--- src/rtl/ot_pack_buffer_if.sv ---
// Byte-in / packed-word-out bus of the output packing buffer.
// The quantizer and the FIFO reader drive the master side.
// The packing buffer sits on the slave side.
interface ot_pack_buffer_if #(
   parameter int DATA_W = 64
);
   logic              q_valid;
   logic [7:0]        q_out;
   logic              q_last;
   logic              valid_out;
   logic [DATA_W-1:0] out64bits;
   logic              fifo_read;
   logic              fifo_empty_n;
   logic [DATA_W-1:0] fifo_data_out;
   logic              fifo_error;

   modport master (
      output q_valid, q_out, q_last, fifo_read,
      input  valid_out, out64bits, fifo_empty_n, fifo_data_out, fifo_error
   );

   modport slave (
      input  q_valid, q_out, q_last, fifo_read,
      output valid_out, out64bits, fifo_empty_n, fifo_data_out, fifo_error
   );
endinterface

--- src/rtl/ot_pack_buffer.sv ---
// Output-stage packing buffer.
// Bytes from the quantizer are packed MSB-lane first into DATA_W-bit words.
// A word is emitted on the eighth byte or on a column-last byte, and the
// missing lanes are zero-padded. Each emitted word is pulsed once on
// valid_out and also queued in a show-ahead FIFO. A dropped FIFO write sets
// the sticky fifo_error flag.
module ot_pack_buffer #(
   parameter int DATA_W     = 64,
   parameter int FIFO_DEPTH = 16
) (
   input logic             clk,
   input logic             reset,
   ot_pack_buffer_if.slave bus
);

   localparam int NBYTES = DATA_W / 8;
   localparam int BCNT_W = $clog2(NBYTES);
   localparam int PTR_W  = $clog2(FIFO_DEPTH);

   localparam logic [BCNT_W-1:0] LAST_LANE = BCNT_W'(NBYTES - 1);
   localparam logic [PTR_W:0]    CNT_FULL  = (PTR_W + 1)'(FIFO_DEPTH);
   localparam logic [PTR_W:0]    CNT_ONE   = (PTR_W + 1)'(1);

   // Lane 0 sits in the top byte, so the first byte received is the most
   // significant byte of the word.
   function automatic logic [DATA_W-1:0] lane_insert(
      input logic [DATA_W-1:0] word,
      input logic [BCNT_W-1:0] lane,
      input logic [7:0]        b
   );
      logic [DATA_W-1:0] r;
      int                base;
      r    = word;
      base = DATA_W - 8 - 8 * int'(lane);
      r[base +: 8] = b;
      return r;
   endfunction

   // Returns the next occupancy value. Only one of push or pop changes it.
   function automatic logic [PTR_W:0] count_next(
      input logic [PTR_W:0] cnt,
      input logic           push,
      input logic           pop
   );
      logic [PTR_W:0] r;
      r = cnt;
      if (push && !pop) begin
         r = cnt + CNT_ONE;
      end else if (pop && !push) begin
         r = cnt - CNT_ONE;
      end
      return r;
   endfunction

   // Packer state (_p0) and the registered emit stage (_p1)
   logic [BCNT_W-1:0] bcnt_p0;
   logic [DATA_W-1:0] stage_p0;
   logic [DATA_W-1:0] lane_word_p0;
   logic              emit_p0;
   logic              vld_p1;
   logic [DATA_W-1:0] word_p1;

   // FIFO state
   logic [DATA_W-1:0] mem [FIFO_DEPTH];
   logic [PTR_W-1:0]  wr_ptr;
   logic [PTR_W-1:0]  rd_ptr;
   logic [PTR_W:0]    count;
   logic              error_q;
   logic              fifo_full;
   logic              fifo_nonempty;
   logic              rd_ok;
   logic              wr_ok;
   logic              wr_drop;

   // ---- stage p0: insert the incoming byte into its lane; decide on emit
   // Merge the incoming byte into the staging word and detect word completion
   always_comb begin
      lane_word_p0 = lane_insert(stage_p0, bcnt_p0, bus.q_out);
      emit_p0      = bus.q_valid && ((bcnt_p0 == LAST_LANE) || bus.q_last);
   end

   // ---- stage p1: registered word pulse; staging clears when a word is emitted
   // Advance the byte counter, hold through input gaps, emit completed words
   always_ff @(posedge clk or posedge reset) begin
      if (reset) begin
         bcnt_p0  <= '0;
         stage_p0 <= '0;
         vld_p1   <= 1'b0;
         word_p1  <= '0;
      end else begin
         vld_p1 <= emit_p0;
         if (bus.q_valid) begin
            if (emit_p0) begin
               word_p1  <= lane_word_p0;
               bcnt_p0  <= '0;
               stage_p0 <= '0;
            end else begin
               stage_p0 <= lane_word_p0;
               bcnt_p0  <= bcnt_p0 + 1'b1;
            end
         end
      end
   end

   assign bus.valid_out = vld_p1;
   assign bus.out64bits = word_p1;

   // ---- FIFO: written from the p1 pulse, read show-ahead
   // A read is honoured only when there is data. When the FIFO is full, a
   // write is accepted only if a read frees a slot in the same cycle.
   always_comb begin
      fifo_full     = (count == CNT_FULL);
      fifo_nonempty = (count != '0);
      rd_ok         = bus.fifo_read && fifo_nonempty;
      wr_ok         = vld_p1 && (!fifo_full || rd_ok);
      wr_drop       = vld_p1 && fifo_full && !rd_ok;
   end

   // Pointer, occupancy and sticky overflow bookkeeping
   always_ff @(posedge clk or posedge reset) begin
      if (reset) begin
         wr_ptr  <= '0;
         rd_ptr  <= '0;
         count   <= '0;
         error_q <= 1'b0;
      end else begin
         if (wr_ok) begin
            wr_ptr <= wr_ptr + 1'b1;
         end
         if (rd_ok) begin
            rd_ptr <= rd_ptr + 1'b1;
         end
         count <= count_next(count, wr_ok, rd_ok);
         if (wr_drop) begin
            error_q <= 1'b1;
         end
      end
   end

   // Storage array holds data only; its validity is tracked by count
   always_ff @(posedge clk) begin
      if (wr_ok) begin
         mem[wr_ptr] <= word_p1;
      end
   end

   assign bus.fifo_empty_n  = fifo_nonempty;
   assign bus.fifo_data_out = fifo_nonempty ? mem[rd_ptr] : '0;
   assign bus.fifo_error    = error_q;

endmodule

--- src/flat_wrapper.sv ---
// flat-port wrapper written by rule: the top's interface ports become plain ports
module ot_pack_buffer_flat 
#(
   parameter int DATA_W     = 64,
   parameter int FIFO_DEPTH = 16
)
  (clk, reset, bus_q_valid, bus_q_out, bus_q_last, bus_fifo_read, bus_valid_out, bus_out64bits, bus_fifo_empty_n, bus_fifo_data_out, bus_fifo_error);
  ot_pack_buffer_if #(.DATA_W(DATA_W)) bus_i ();
  input logic clk;
  input logic reset;
  input wire logic [$bits(bus_i.q_valid)-1:0] bus_q_valid;
  input wire logic [$bits(bus_i.q_out)-1:0] bus_q_out;
  input wire logic [$bits(bus_i.q_last)-1:0] bus_q_last;
  input wire logic [$bits(bus_i.fifo_read)-1:0] bus_fifo_read;
  output wire logic [$bits(bus_i.valid_out)-1:0] bus_valid_out;
  output wire logic [$bits(bus_i.out64bits)-1:0] bus_out64bits;
  output wire logic [$bits(bus_i.fifo_empty_n)-1:0] bus_fifo_empty_n;
  output wire logic [$bits(bus_i.fifo_data_out)-1:0] bus_fifo_data_out;
  output wire logic [$bits(bus_i.fifo_error)-1:0] bus_fifo_error;
  assign bus_i.q_valid = bus_q_valid;
  assign bus_i.q_out = bus_q_out;
  assign bus_i.q_last = bus_q_last;
  assign bus_i.fifo_read = bus_fifo_read;
  assign bus_valid_out = bus_i.valid_out;
  assign bus_out64bits = bus_i.out64bits;
  assign bus_fifo_empty_n = bus_i.fifo_empty_n;
  assign bus_fifo_data_out = bus_i.fifo_data_out;
  assign bus_fifo_error = bus_i.fifo_error;
  ot_pack_buffer #(.DATA_W(DATA_W), .FIFO_DEPTH(FIFO_DEPTH)) u_core (.clk(clk), .reset(reset), .bus(bus_i));
endmodule
--- config.mk ---
export PLATFORM = sky130hd
export DESIGN_NAME = ot_pack_buffer_flat
export DESIGN_NICKNAME = d
export VERILOG_FILES = /design/src/rtl/ot_pack_buffer_if.sv /design/src/rtl/ot_pack_buffer.sv /design/src/flat_wrapper.sv
export SDC_FILE = /design/constraint.sdc
export NUM_CORES = 1
export LEC_CHECK = 0
export BUFFER_PORTS_ARGS = -buffer_cell sky130_fd_sc_hd__buf_2
export CAP_MARGIN = 30
export CORE_ASPECT_RATIO = 1.4
export CORE_UTILIZATION = 62
export CTS_CLUSTER_DIAMETER = 120
export DETAILED_ROUTE_END_ITERATION = 8
export PLACE_DENSITY = 0.84
export SLEW_MARGIN = 10
export SYNTH_ARGS = -nofsm -noshare
export SYNTH_HDL_FRONTEND = slang
export SYNTH_SLANG_ARGS = --single-unit
--- constraint.sdc ---
create_clock -name clk -period 8.6 [get_ports clk]
set_input_delay 1.72 -clock clk [delete_from_list [all_inputs] [get_ports clk]]
set_output_delay 1.72 -clock clk [all_outputs]
set_load 0.02 [all_outputs]
==> flow_summary.json <==
{
  "hold_buffers": 0,
  "status": "finished, final reports clean",
  "die-area_mm2": 0.07482,
  "rsz0062_at_grt": "false",
  "nFillCells": 4197,
  "ys_seq_elements": 1170,
  "drc_errors": 0,
  "ys.flop_type": "edfxtp_1",
  "cts-root-buf": "clkbuf_16",
  "min_period_ps": 5556,
  "postCtsSetupRepairBufs": 0,
  "maxCapViolCount": 0,
  "powerDensity_mw_per_mm2": 321.3,
  "synth.cell_area_mm2": 0.04571,
  "areaGrowthSynthToFinish_pct": 11.38,
  "die_y_um": 323.3,
  "htreeDepth": 3,
  "hold_path_depth": 1,
  "synth_xor_area_frac": 0.001725,
  "worst_ep_required_time_ps": 6880,
  "place_inst": 3218,
  "insertion_delay_ps": 680,
  "synth-async-reset-ratio": 0.1248,
  "final_core_utilization": 0.6983,
  "cp-start-kind": "flop",
  "slew-limit-headroom": 0.2396,
  "synth_top_family_by_area": "multiplexers",
  "worstMarginPinSlew_ps": 1141,
  "final_cell_mix": "edfxtp_1 (1024), mux4_2 (256), buf_2 (143), dfrtp_1 (143), nand2_1 (130)",
  "portBuffers": 143,
  "clockBufferDepth": 3,
  "r2r-start": "u_core.count[0]$_DFFE_PP0P_",
  "grt_start_max_net_pins": 122,
  "gr-usage-all-layers": 0.2927,
  "nNetsFinal": 2397,
  "seq_area_mm2": 0.03441,
  "via_per_inst": 6.748,
  "initial_core_util": 0.6269,
  "ys_seq_area_frac": 0.7527,
  "routed_wl_mm": 106.6,
  "finalSetupViolCount": 0,
  "rows": 117,
  "wl_per_cell_um": 31.25,
  "synth_mux_area_frac": 0.1512,
  "placed_cell_area_mm2": 0.04746,
  "pin_count": 144,
  "finalHoldViolCount": 0,
  "critPathMaxFanout": 121,
  "layout-drive-gt1-share": 0.2845,
  "synthAdderAreaFrac": 0.003449,
  "die_x_um": 231.5,
  "timing.hold.ws_ps": 477.6,
  "tritoncts": "done",
  "min_path_type": "flop to flop",
  "core_area_mm2": 0.07290,
  "grt_pass1_vias": 24057,
  "slew_violations": 0,
  "final_antenna_net_count": 0,
  "crit_type": "flop to output pin",
  "ir_worst_vdd_uv": 403.1,
  "yosys.area_share.simple": 0.03288,
  "critPathArrivalTime_ps": 3840,
  "synth_compound_area_frac": 0.03964,
  "fin_setup_tns_ps": 0,
  "synthCells": 2209,
  "fin_crit_sh": 0.6461,
  "end_kind": "output pin",
  "final_area_mm2": 0.05091,
  "drt_iter0_markers": 2468,
  "fin_skew_ps": 26.77,
  "reg2reg_to": "u_core.count[4]$_DFFE_PP0P_",
  "cts.sinks": 1170,
  "clk_pin_slew_ps": 70,
  "multiInputGateArea_mm2": 0.01057,
  "cts_resized": 0,
  "ff2ff_path_depth": 10,
  "antenna_found_initial": 9,
  "fmax_mhz": 180.0,
  "min-delay-start": "u_core.bus.fifo_error$_DFFE_PP0P_",
  "postSynthAreaPerCell_um2": 20.69,
  "ys_warn_count": 0,
  "dr_total_vias": 23023,
  "power.static_leakage_nw": 17.66,
  "mostFrequentLayoutCell": "edfxtp_1",
  "synth_edf_count": 1024,
  "overflow": 0,
  "reg2reg_slack_ps": 4880,
  "place_congestion": 0.8324,
  "cts-buffers-inserted": 103,
  "grt_pass1_wl_mm": 157.3,
  "ys_types": 54,
  "first_pass_iters": 7,
  "min_to": "u_core.bus.fifo_error$_DFFE_PP0P_",
  "synth_nets": 2234,
  "dpl.hpwl_mm": 55.88,
  "stdcell_count": 3412
}
-- cell type report --
| type | count | share of cell area |
|---|---|---|
| Inverter | 17 | 0.001352 |
| Clock buffer | 129 | 0.05498 |
| Timing Repair Buffer | 193 | 0.02438 |
| Sequential cell | 1170 | 0.6760 |
| Clock inverter | 61 | 0.01209 |
| Tap cell | 952 | 0.02340 |
| Multi-Input combinational cell | 887 | 0.2076 |
| Antenna cell | 3 | 0.0001475 |
-- worst max-delay path, stage by stage (launching register included) --
cell	delay [ps]
dfrtp_4	940
buf_12	500
mux4_2	620
mux2i_1	270
o211ai_1	160
buf_2	220
-- through the flow --
step | power [mW] | worst slack (ps)
2_1_floorplan | 10.45 | -71.43
3_3_place_gp | 11.57 | 3713
3_5_place_dp | 11.74 | 3751
4_1_cts | 16.43 | 3016
5_1_grt | 16.90 | 2919
6_report | 16.36 | 3044
-- worst max path at each step --
stage,startpoint,to,slack [ps]
after floorplan,bus_fifo_read,u_core.mem[3][0]$_DFFE_PP_,-70
after global placement,u_core.rd_ptr[2]$_DFFE_PP0N_,bus_fifo_data_out[44],3710
after detailed placement,u_core.rd_ptr[1]$_DFFE_PP0N_,bus_fifo_data_out[22],3750
after CTS,u_core.rd_ptr[1]$_DFFE_PP0N_,bus_fifo_data_out[22],3020
after global routing,u_core.rd_ptr[1]$_DFFE_PP0N_,bus_fifo_data_out[44],2920
final,u_core.rd_ptr[1]$_DFFE_PP0N_,bus_fifo_data_out[63],3040
-- per-layer routing --
metal,vias up,GRT usage,part of all wire
met1,12065,0.3674,0.35
li1,9307,-,-
met2,1339,0.4977,0.52
met4,10,0.1451,0.047
met3,302,0.04840,0.079
met5,-,0,0.00056
-- logic make-up after synthesis --
logic type,after synthesis
flip-flops,1170
multiplexers,370
AND/OR/NAND/NOR,288
AO/OA/AOI/OAI,208
buffers and inverters,152
adder cells (fa/ha/maj),12
XOR/XNOR,9
-- cell usage after synthesis, types with 3 or more instances --
cell type / number / area share
mux4_2: 256 / 0.13
nor4_1: 5 / 0.00068
a221o_1: 17 / 0.0037
xnor2_1: 8 / 0.0015
buf_4: 9 / 0.0015
mux2i_1: 112 / 0.025
a21oi_1: 3 / 0.00033
o211ai_2: 50 / 0.014
o21ai_0: 53 / 0.0058
a21o_1: 3 / 0.00049
nand3_1: 5 / 0.00055
edfxtp_1: 1024 / 0.67
buf_1: 10 / 0.00082
inv_1: 15 / 0.0012
nor3_1: 14 / 0.0015
a22o_1: 56 / 0.011
and3_1: 14 / 0.0019
dfrtp_1: 146 / 0.080
clkbuf_1: 41 / 0.0034
nor2_1: 12 / 0.00099
buf_2: 52 / 0.0057
nand2b_1: 66 / 0.0090
nor2_4: 4 / 0.00099
buf_6: 23 / 0.0057
o211ai_1: 14 / 0.0023
ha_1: 11 / 0.0030
a21bo_2: 3 / 0.00066
and2_1: 17 / 0.0023
nand4_1: 3 / 0.00041
nand2_1: 131 / 0.011
-- power breakdown --
| group | internal [mW] | switching, mW |
|---|---|---|
| clock network | 2.62 | 2.06 |
| registers | 6.59 | 0.352 |
| logic | 2.01 | 2.72 |
-- flip-flops by register name, summed over array words and instances (netlist names) --
signal and count:
u_core.mem 1024, u_core.bus.out64bits 64, u_core.stage_p0 64, u_core.count 5, u_core.rd_ptr 4, u_core.wr_ptr 4
u_core.bcnt_p0 3, u_core.bus.fifo_error 1, u_core.bus.valid_out 1
No activity file was read; power rests on OpenSTA's default activity.
